$ cat src/rtl/im_loader_pkg.sv
// ============================================================================
// im_loader_pkg : shared types and sizing helpers for the IM image loader
// Rev 1.0
// ============================================================================
`default_nettype none

package im_loader_pkg;

  localparam int WORD_W           = 32;
  localparam int IM_DEPTH_DEFAULT = 16;

  typedef enum logic [1:0] {
    IDLE   = 2'd0,
    LOAD   = 2'd1,
    VERIFY = 2'd2,
    DONE   = 2'd3
  } state_t;

  // Width of an index into a DEPTH-word image (at least one bit).
  function automatic int cnt_w(input int depth);
    return (depth > 1) ? $clog2(depth) : 1;
  endfunction

endpackage

`default_nettype wire

$ cat src/rtl/im_loader_if.sv
// ============================================================================
// im_loader_if : program-word stream plus IM write/read port
// Rev 1.0
// ============================================================================
`default_nettype none

interface im_loader_if;
  import im_loader_pkg::*;

  logic              in_valid;
  logic [WORD_W-1:0] in_data;
  logic              in_ready;
  logic [31:0]       im_addr;
  logic              im_memWrite;
  logic [WORD_W-1:0] im_dataIn;
  logic [WORD_W-1:0] im_rdata;

  modport master (
    input  in_valid, in_data, im_rdata,
    output in_ready, im_addr, im_memWrite, im_dataIn
  );

  modport slave (
    output in_valid, in_data, im_rdata,
    input  in_ready, im_addr, im_memWrite, im_dataIn
  );

endinterface

`default_nettype wire

$ cat src/rtl/im_loader_xsum.sv
// ============================================================================
// im_loader_xsum : 32-bit XOR accumulator with synchronous clear and enable
// Rev 1.0
// ============================================================================
`default_nettype none

module im_loader_xsum
  import im_loader_pkg::*;
(
  input  logic              clk,
  input  logic              reset,
  input  logic              clr,
  input  logic              en,
  input  logic [WORD_W-1:0] din,
  output logic [WORD_W-1:0] sum
);

  always_ff @(posedge clk or negedge reset) begin
    if (!reset) begin
      sum <= '0;
    end else if (clr) begin
      sum <= '0;
    end else if (en) begin
      sum <= sum ^ din;
    end
  end

endmodule

`default_nettype wire

$ cat src/rtl/im_loader.sv
// ============================================================================
// im_loader : streams a program image into the IM, holding the core meanwhile
// Optional readback check enabled by macro IM_LOADER_VERIFY_EN.  Rev 1.0
// ============================================================================
`default_nettype none

module im_loader
  import im_loader_pkg::*;
#(
  parameter int          DEPTH     = IM_DEPTH_DEFAULT,
  parameter logic [31:0] BASE_ADDR = 32'h0000_0000
) (
  input  logic        clk,
  input  logic        reset,
  input  logic        start,
  im_loader_if.master bus,
  output logic        core_hold,
  output logic        done,
  output logic        err
);

  // One extra bit so cnt can reach DEPTH and park there without wrapping.
  localparam int            CW   = cnt_w(DEPTH) + 1;
  localparam logic [CW-1:0] LAST = CW'(DEPTH - 1);
  localparam logic [CW-1:0] FULL = CW'(DEPTH);

`ifdef IM_LOADER_VERIFY_EN
  localparam bit VERIFY_EN = 1'b1;
`else
  localparam bit VERIFY_EN = 1'b0;
`endif

  state_t            state;
  state_t            state_nx;
  logic [CW-1:0]     cnt;
  logic [31:0]       addr_q;
  logic              wr_q;
  logic [WORD_W-1:0] data_q;
  logic              accept;
  logic              start_load;
  logic [WORD_W-1:0] wr_sum;

  function automatic logic [31:0] word_addr(input logic [CW-1:0] idx);
    return BASE_ADDR + (32'(idx) << 2);
  endfunction

  assign start_load      = start && ((state == IDLE) || (state == DONE));
  assign bus.in_ready    = (state == LOAD) && (cnt != FULL);
  assign accept          = bus.in_valid && bus.in_ready;
  assign bus.im_addr     = addr_q;
  assign bus.im_memWrite = wr_q;
  assign bus.im_dataIn   = data_q;
  assign core_hold       = (state != DONE);
  assign done            = (state == DONE);

  always_ff @(posedge clk or negedge reset) begin
    if (!reset) begin
      state <= IDLE;
    end else begin
      state <= state_nx;
    end
  end

  always_comb begin
    state_nx = state;
    case (state)
      IDLE:    if (start) state_nx = LOAD;
      LOAD:    if (cnt == FULL) state_nx = VERIFY_EN ? VERIFY : DONE;
      VERIFY:  if (cnt == LAST) state_nx = DONE;
      DONE:    if (start) state_nx = LOAD;
      default: state_nx = IDLE;
    endcase
  end

  // Write strobe is a single-cycle pulse per accepted word; address holds in gaps.
  always_ff @(posedge clk or negedge reset) begin
    if (!reset) begin
      cnt    <= '0;
      addr_q <= BASE_ADDR;
      wr_q   <= 1'b0;
      data_q <= '0;
    end else begin
      wr_q <= 1'b0;
      case (state)
        IDLE, DONE: begin
          if (start) cnt <= '0;
        end
        LOAD: begin
          if (accept) begin
            wr_q   <= 1'b1;
            addr_q <= word_addr(cnt);
            data_q <= bus.in_data;
            cnt    <= cnt + 1'b1;
          end else if (cnt == FULL && VERIFY_EN) begin
            cnt    <= '0;
            addr_q <= BASE_ADDR;
          end
        end
        VERIFY: begin
          if (cnt != LAST) begin
            cnt    <= cnt + 1'b1;
            addr_q <= word_addr(cnt + 1'b1);
          end
        end
        default: ;
      endcase
    end
  end

  im_loader_xsum u_wr_xsum (
    .clk   (clk),
    .reset (reset),
    .clr   (start_load),
    .en    (accept),
    .din   (bus.in_data),
    .sum   (wr_sum)
  );

`ifdef IM_LOADER_VERIFY_EN
  logic [WORD_W-1:0] rb_sum;

  im_loader_xsum u_rb_xsum (
    .clk   (clk),
    .reset (reset),
    .clr   (start_load),
    .en    (state == VERIFY),
    .din   (bus.im_rdata),
    .sum   (rb_sum)
  );

  // The final readback word is folded in combinationally at the deciding edge.
  always_ff @(posedge clk or negedge reset) begin
    if (!reset) begin
      err <= 1'b0;
    end else if (start_load) begin
      err <= 1'b0;
    end else if (state == VERIFY && cnt == LAST) begin
      err <= ((rb_sum ^ bus.im_rdata) != wr_sum);
    end
  end
`else
  logic unused_sum;
  assign unused_sum = ^{wr_sum, bus.im_rdata};
  assign err        = 1'b0;
`endif

endmodule

`default_nettype wire

$ cat src/flat_wrapper.sv
// flat-port wrapper written by rule: the top's interface ports become plain ports
module im_loader_flat import im_loader_pkg::*;
#(
  parameter int          DEPTH     = IM_DEPTH_DEFAULT,
  parameter logic [31:0] BASE_ADDR = 32'h0000_0000
)
  (clk, reset, start, core_hold, done, err, bus_in_valid, bus_in_data, bus_im_rdata, bus_in_ready, bus_im_addr, bus_im_memWrite, bus_im_dataIn);
  im_loader_if bus_i ();
  input  logic clk;
  input  logic reset;
  input  logic start;
  output logic core_hold;
  output logic done;
  output logic err;
  input wire logic [$bits(bus_i.in_valid)-1:0] bus_in_valid;
  input wire logic [$bits(bus_i.in_data)-1:0] bus_in_data;
  input wire logic [$bits(bus_i.im_rdata)-1:0] bus_im_rdata;
  output wire logic [$bits(bus_i.in_ready)-1:0] bus_in_ready;
  output wire logic [$bits(bus_i.im_addr)-1:0] bus_im_addr;
  output wire logic [$bits(bus_i.im_memWrite)-1:0] bus_im_memWrite;
  output wire logic [$bits(bus_i.im_dataIn)-1:0] bus_im_dataIn;
  assign bus_i.in_valid = bus_in_valid;
  assign bus_i.in_data = bus_in_data;
  assign bus_i.im_rdata = bus_im_rdata;
  assign bus_in_ready = bus_i.in_ready;
  assign bus_im_addr = bus_i.im_addr;
  assign bus_im_memWrite = bus_i.im_memWrite;
  assign bus_im_dataIn = bus_i.im_dataIn;
  im_loader #(.DEPTH(DEPTH), .BASE_ADDR(BASE_ADDR)) u_core (.clk(clk), .reset(reset), .start(start), .bus(bus_i), .core_hold(core_hold), .done(done), .err(err));
endmodule
$ cat config.mk
export PLATFORM = sky130hd
export DESIGN_NAME = im_loader_flat
export DESIGN_NICKNAME = d
export VERILOG_FILES = /design/src/rtl/im_loader_pkg.sv /design/src/rtl/im_loader_if.sv /design/src/rtl/im_loader_xsum.sv /design/src/rtl/im_loader.sv /design/src/flat_wrapper.sv
export SDC_FILE = /design/constraint.sdc
export NUM_CORES = 1
export LEC_CHECK = 0
export BUFFER_PORTS_ARGS = -buffer_cell sky130_fd_sc_hd__buf_2
export CAP_MARGIN = 10
export CORE_UTILIZATION = 31
export DETAILED_ROUTE_END_ITERATION = 8
export GPL_ROUTABILITY_DRIVEN = 0
export PLACE_DENSITY_LB_ADDON = 0.2
export REMOVE_ABC_BUFFERS = 1
export SKIP_CTS_REPAIR_TIMING = 1
export SLEW_MARGIN = 20
export SYNTH_ARGS = -nofsm -noshare
export SYNTH_HDL_FRONTEND = slang
export SYNTH_SLANG_ARGS = --single-unit
$ cat constraint.sdc
create_clock -name clk -period 2.4 [get_ports clk]
set_input_delay 0 -clock clk [delete_from_list [all_inputs] [get_ports clk]]
set_output_delay 0 -clock clk [all_outputs]
set_load 0.05 [all_outputs]
Word level (Yosys, flattened, before mapping). Cells that the tools add are included.

Add/sub/neg operators: 1. Mux-type cells: 13. Reductions and logical operators: 9. Eq/ne operators: 13.

Operators by type and width (number): $mux W32 (2); $pmux W32 S2 (1); $mux W5 (3); $pmux W5 S3 (1); $reduce_and A3 Y1 (3); $ne A2 B1 Y1 const B (4); $mux W2 (3); $pmux W2 S3 (1); $add A5 B1 Y5 const B (1); $eq A5 B4 Y1 const B (1); $eq A5 B5 Y1 const B (1); $ne A5 B4 Y1 const B (1); $ne A5 B5 Y1 const B (1); $eq A2 B2 Y1 const B (2); $ne A2 B2 Y1 const B (2); $eq A2 B1 Y1 const B (1); $logic_and A1 B1 Y1 (2); $logic_not A2 Y1 (1); $mux W1 (2); $reduce_and A2 Y1 (1); $reduce_bool A2 Y1 (1); $reduce_or A2 Y1 (1).

Bits in registers: 72. Output and inout port bits: 69. Input bits: 68. Word-level logic and storage cells: 41.

Depth between registers and ports, before layout.
Depth in word-level cells: 5. Gate-level depth with buffers: 7.

Least setup slack after synthesis. No wires, ideal clock.

Kind: register to register. Start point: reg u_core.cnt[0]. End point: reg u_core.data_q[10], in the netlist u_core.bus.im_dataIn[10]. Stages on the path, launching flop included: 8. Required time: 2275 ps. Library setup time: 125 ps. Path slack: 387 ps. Data arrival time: 1889 ps. Cells stage by stage: dfrtp_1 > inv_1 > ha_1 > nand4bb_2 > and2_1 > nand2_2 > buf_6 > mux2_2.

Word-level cells in the longest chain between the ends: 4.

Ends and longest elaborated chain: start, declared (line im_loader.sv:35) `logic [CW-1:0] cnt;`; start signal, assigned (line im_loader.sv:93) `cnt <= cnt + 1'b1;`; start signal, assigned (line im_loader.sv:101) `cnt <= cnt + 1'b1;`; $ne A5 B5 Y1 (line im_loader.sv:48) `assign bus.in_ready = (state == LOAD) && (cnt != FULL);`; $logic_and A1 B1 Y1 (line im_loader.sv:48); net bus_in_ready (line flat_wrapper.sv:18) `output wire logic [$bits(bus_i.in_ready)-1:0] bus_in_ready;`; $logic_and A1 B1 Y1 (line im_loader.sv:49) `assign accept = bus.in_valid && bus.in_ready;`; $reduce_and A2 Y1 (no source line); end signal, assigned (line im_loader.sv:92) `data_q <= bus.in_data;`; end, declared (line im_loader.sv:38) `logic [WORD_W-1:0] data_q;`.

The timed path passes the listed nets, and every way through them passes these cells. A chain may end at the register's enable or synchronous reset.

Final worst setup path.
Start point: reg u_core.cnt[0]. End point: reg u_core.addr_q[4], in the netlist u_core.bus.im_addr[4].

Word-level cells in the longest chain between the ends: 5.

Ends and longest elaborated chain: branches (longest 5 deep; another with $add A5 B1 Y5); end signal, assigned (line im_loader.sv:91) `addr_q <= word_addr(cnt);`; end signal, assigned (line im_loader.sv:102) `addr_q <= word_addr(cnt + 1'b1);`; end, declared (line im_loader.sv:36) `logic [31:0] addr_q;`.

Several ways; the timed one is not identified. The select of a mux whose other input is x is not followed.

==> run_results.csv <==
group,metric,value,unit
global_routing,grt_pass1_vias,1317,
yosys,synth_top_area_cell,"dfrtp_1",
placed_design,post_dp_cell_area,0.00256,mm2
die,die_w,85.8,um
finish,ff_latch_area,0.00113,mm2
route,wirelength,4.15,mm
finish,fillCellCount,634,
power,combPwrFrac,0.594,
yosys,ys_top_cells_by_area,"dfrtp_1 52%, mux2_2 17%, buf_4 10%",
yosys,synth_commonest_cells,"45 x dfrtp_1, 32 x mux2_2, 29 x buf_4",
global_routing,overflow,0,
clocking,cts_sinks,45,
clocking,htree_levels,2,
timing,worst_slew_pin_slew,0.565,ns
yosys,synth_edf_count,0,
yosys,synth.most_common_cell,"dfrtp_1",
power,p_sw,0.00220,W
finish,multi_input_area,853,um2
die,fp-row-count,30,
timing,setup-tns-final,0,ns
timing,slew_viol_final,0,
timing,max_freq,487,MHz
yosys,synthesis.area,0.00218,mm2
yosys,async_flop_share,1.00,
yosys,synth_top_area_share,0.517,
power,power_leakage,1.49,nW
timing,fin_crit_sh,0.855,
route,drt-initial-drc-count,17,
die,start_util,0.321,
setup_path,path_class,"flip-flop to flip-flop",
finish,diodes,0,
timing,slew_headroom,0.623,
power,switching_share,0.517,
power,clock_power_share,0.108,
clocking,cts_tree,"built",
timing,hold_violations,0,
yosys,synth.avg_cell_area,13.0,um2
route,ant_nets,0,
global_routing,grt_usage,0.105,
yosys,synthFlopType,"dfrtp_1",
setup_path,worstSetupStartpointType,"flip-flop",
finish,area_growth,36.6,%
power,p_int,0.00206,W
die,dieHeight,85.8,um
global_routing,grt_max_degree,46,
setup_path,timing.reg2reg.setup_slack,0.35,ns
die,core_area,0.00679,mm2
clocking,cts_made_buffers,5,
route,drc,0,
yosys,synth_cells,168,
yosys,yosysWarningCount,0,
finish,nNetsFinal,355,
route,first_pass_iters,3,
global_routing,grt_first_pass_wirelength,5.98,mm
setup_path,worstPathMaxFanout,10,
clocking,clkLatencyLatePin,0.29,ns
timing,setup_viol,0,
die,ios,137,
power,seqPwrFrac,0.298,
power,power.density,1430,mW/mm2
finish,final_area,0.00298,mm2
yosys,ys_types,31,
route,viasPerCell,3.96,
setup_path,regToRegEndpoint,"u_core.bus.im_addr[4]$_DFFE_PN0P_",
power,ir_worst_vdd,0.632,mV
placed_design,dp_hpwl,2.63,mm
setup_path,worstPathArrival,2.23,ns
placed_design,port_buffers,76,
clocking,clockBufferDepth,2,
setup_path,r2r_cells,7,
timing,period_needed,2.05,ns
run_status,status,"completed",
setup_path,worstSetupEndpoint,"u_core.bus.im_addr[4]$_DFFE_PN0P_",
timing,clock_skew,0.00337,ns
setup_path,cp_data_required_time,2.58,ns
setup_path,worst_r2r_startpoint,"u_core.cnt[0]$_DFFE_PN0P_",
flow_run,max-cap-violations,0,
die,dieArea,0.00737,mm2
setup_path,cp-end-kind,"flip-flop",
clocking,clk_pin_slew,0.08,ns
clocking,clockRootBuffer,"clkbuf_8",
route,vias,1495,
timing,rsz0062_at_grt,"no",
hold_path,hold_path.class,"primary input to flip-flop",
global_routing,antenna_found_initial,0,
setup_path,cp-startpoint,"u_core.cnt[0]$_DFFE_PN0P_",
yosys,ys_ff_latch,45,
route,routedWlPerCell,11.0,um
yosys,ys_seq_area_frac,0.517,
finish,drive_above_1_share,0.454,
-- cells in the final DEF (no fill, tap or decap), types with 4 or more instances in the layout --
cell type      count
buf_4              4
mux2_4             5
dfrtp_1           45
mux2_2            32
o21ai_0            4
inv_1              9
conb_1            28
buf_2             75
nand2_1            7
ha_1               6
dlygate4sd3_1     33
clkbuf_8           5
-- final cells by class --
| class | instances | share of cell area |
|---|---|---|
| inverters | 9 | 0.0113 |
| clock inverters | 2 | 0.00504 |
| clock buffers | 6 | 0.0244 |
| repair buffers | 113 | 0.254 |
| flip-flops and latches | 45 | 0.378 |
| well taps | 96 | 0.0404 |
| multi-input cells | 107 | 0.287 |
-- sequential cells by signal, indices dropped and copies added (netlist names) --
| signal | flops |
|---|---|
| u_core.bus.im_addr | 5 |
| u_core.bus.im_dataIn | 32 |
| u_core.bus.im_memWrite | 1 |
| u_core.cnt | 5 |
| u_core.state | 2 |
-- how the worst min path moves through the flow --
| stage | slack, ns | cells after the start | startpoint | to |
|---|---|---|---|---|
| floorplan | -0.30 | 0 | reset | u_core.bus.im_addr[2]$_DFFE_PN0P_ |
| global placement | 0.23 | 2 | bus_in_data[13] | u_core.bus.im_dataIn[13]$_DFFE_PN0P_ |
| detailed placement | 0.24 | 2 | bus_in_data[10] | u_core.bus.im_dataIn[10]$_DFFE_PN0P_ |
| CTS | -0.08 | 1 | reset | u_core.bus.im_dataIn[3]$_DFFE_PN0P_ |
| global route | 0.01 | 3 | start | u_core.state[1]$_DFFE_PN0P_ |
| finish | 0.003 | 3 | start | u_core.state[1]$_DFFE_PN0P_ |
-- power groups by stage --
stage / Clock (W) / Sequential, W / Combinational (W)
CTS: 0.000489 / 0.00127 / 0.00251
floorplan: 0 / 0.00239 / 0.000821
global placement: 0 / 0.00127 / 0.00250
global route: 0.000515 / 0.00131 / 0.00267
finish: 0.000460 / 0.00127 / 0.00253
detailed placement: 0 / 0.00128 / 0.00250
-- layer usage --
metal	GRT usage	up-vias	share of wire	wire (um)
met5	0	-	0	0
met3	0.0337	4	0.080	331
met4	0.0409	0	0.0065	27
met1	0.127	692	0.45	1880
met2	0.172	69	0.46	1910
li1	-	730	-	-
-- through the flow --
| stage | util | hold WS [ns] | std cells | worst slack [ns] | power [W] |
|---|---|---|---|---|---|
| after CTS | 0.389 | -0.0814 | 345 | 0.331 | 0.00427 |
| after global routing | 0.438 | 0.0139 | 378 | 0.235 | 0.00450 |
| final | 0.438 | 0.00313 | 378 | 0.347 | 0.00426 |
| after detailed placement | 0.376 | 0.238 | 337 | 0.351 | 0.00379 |
| after floorplan | - | -0.296 | 161 | 0.166 | 0.00321 |
| after global placement | 0.376 | 0.234 | 337 | 0.345 | 0.00377 |
-- cell families (layout without fill, tap and decap cells) --
kind of cell	Yosys count	count (layout)	share of synthesized area
AO/OA/AOI/OAI	13	13	0.0419
XOR/XNOR	3	3	0.0121
adder cells (fa/ha/maj)	6	6	0.0345
buffers and inverters	43	130	0.138
flip-flops	45	45	0.517
multiplexers	38	38	0.204
other	1	28	0.00172
AND/OR/NAND/NOR	19	19	0.0506
-- worst max-delay path, stage by stage, from the launching register on --
cell and delay (ns):
dfrtp_1 0.39, ha_1 0.25, and3_1 0.20, ha_1 0.20, nand2_1 0.07, or3b_1 0.34, buf_4 0.19, mux2_4 0.30
(Power assumes the default switching activity.)
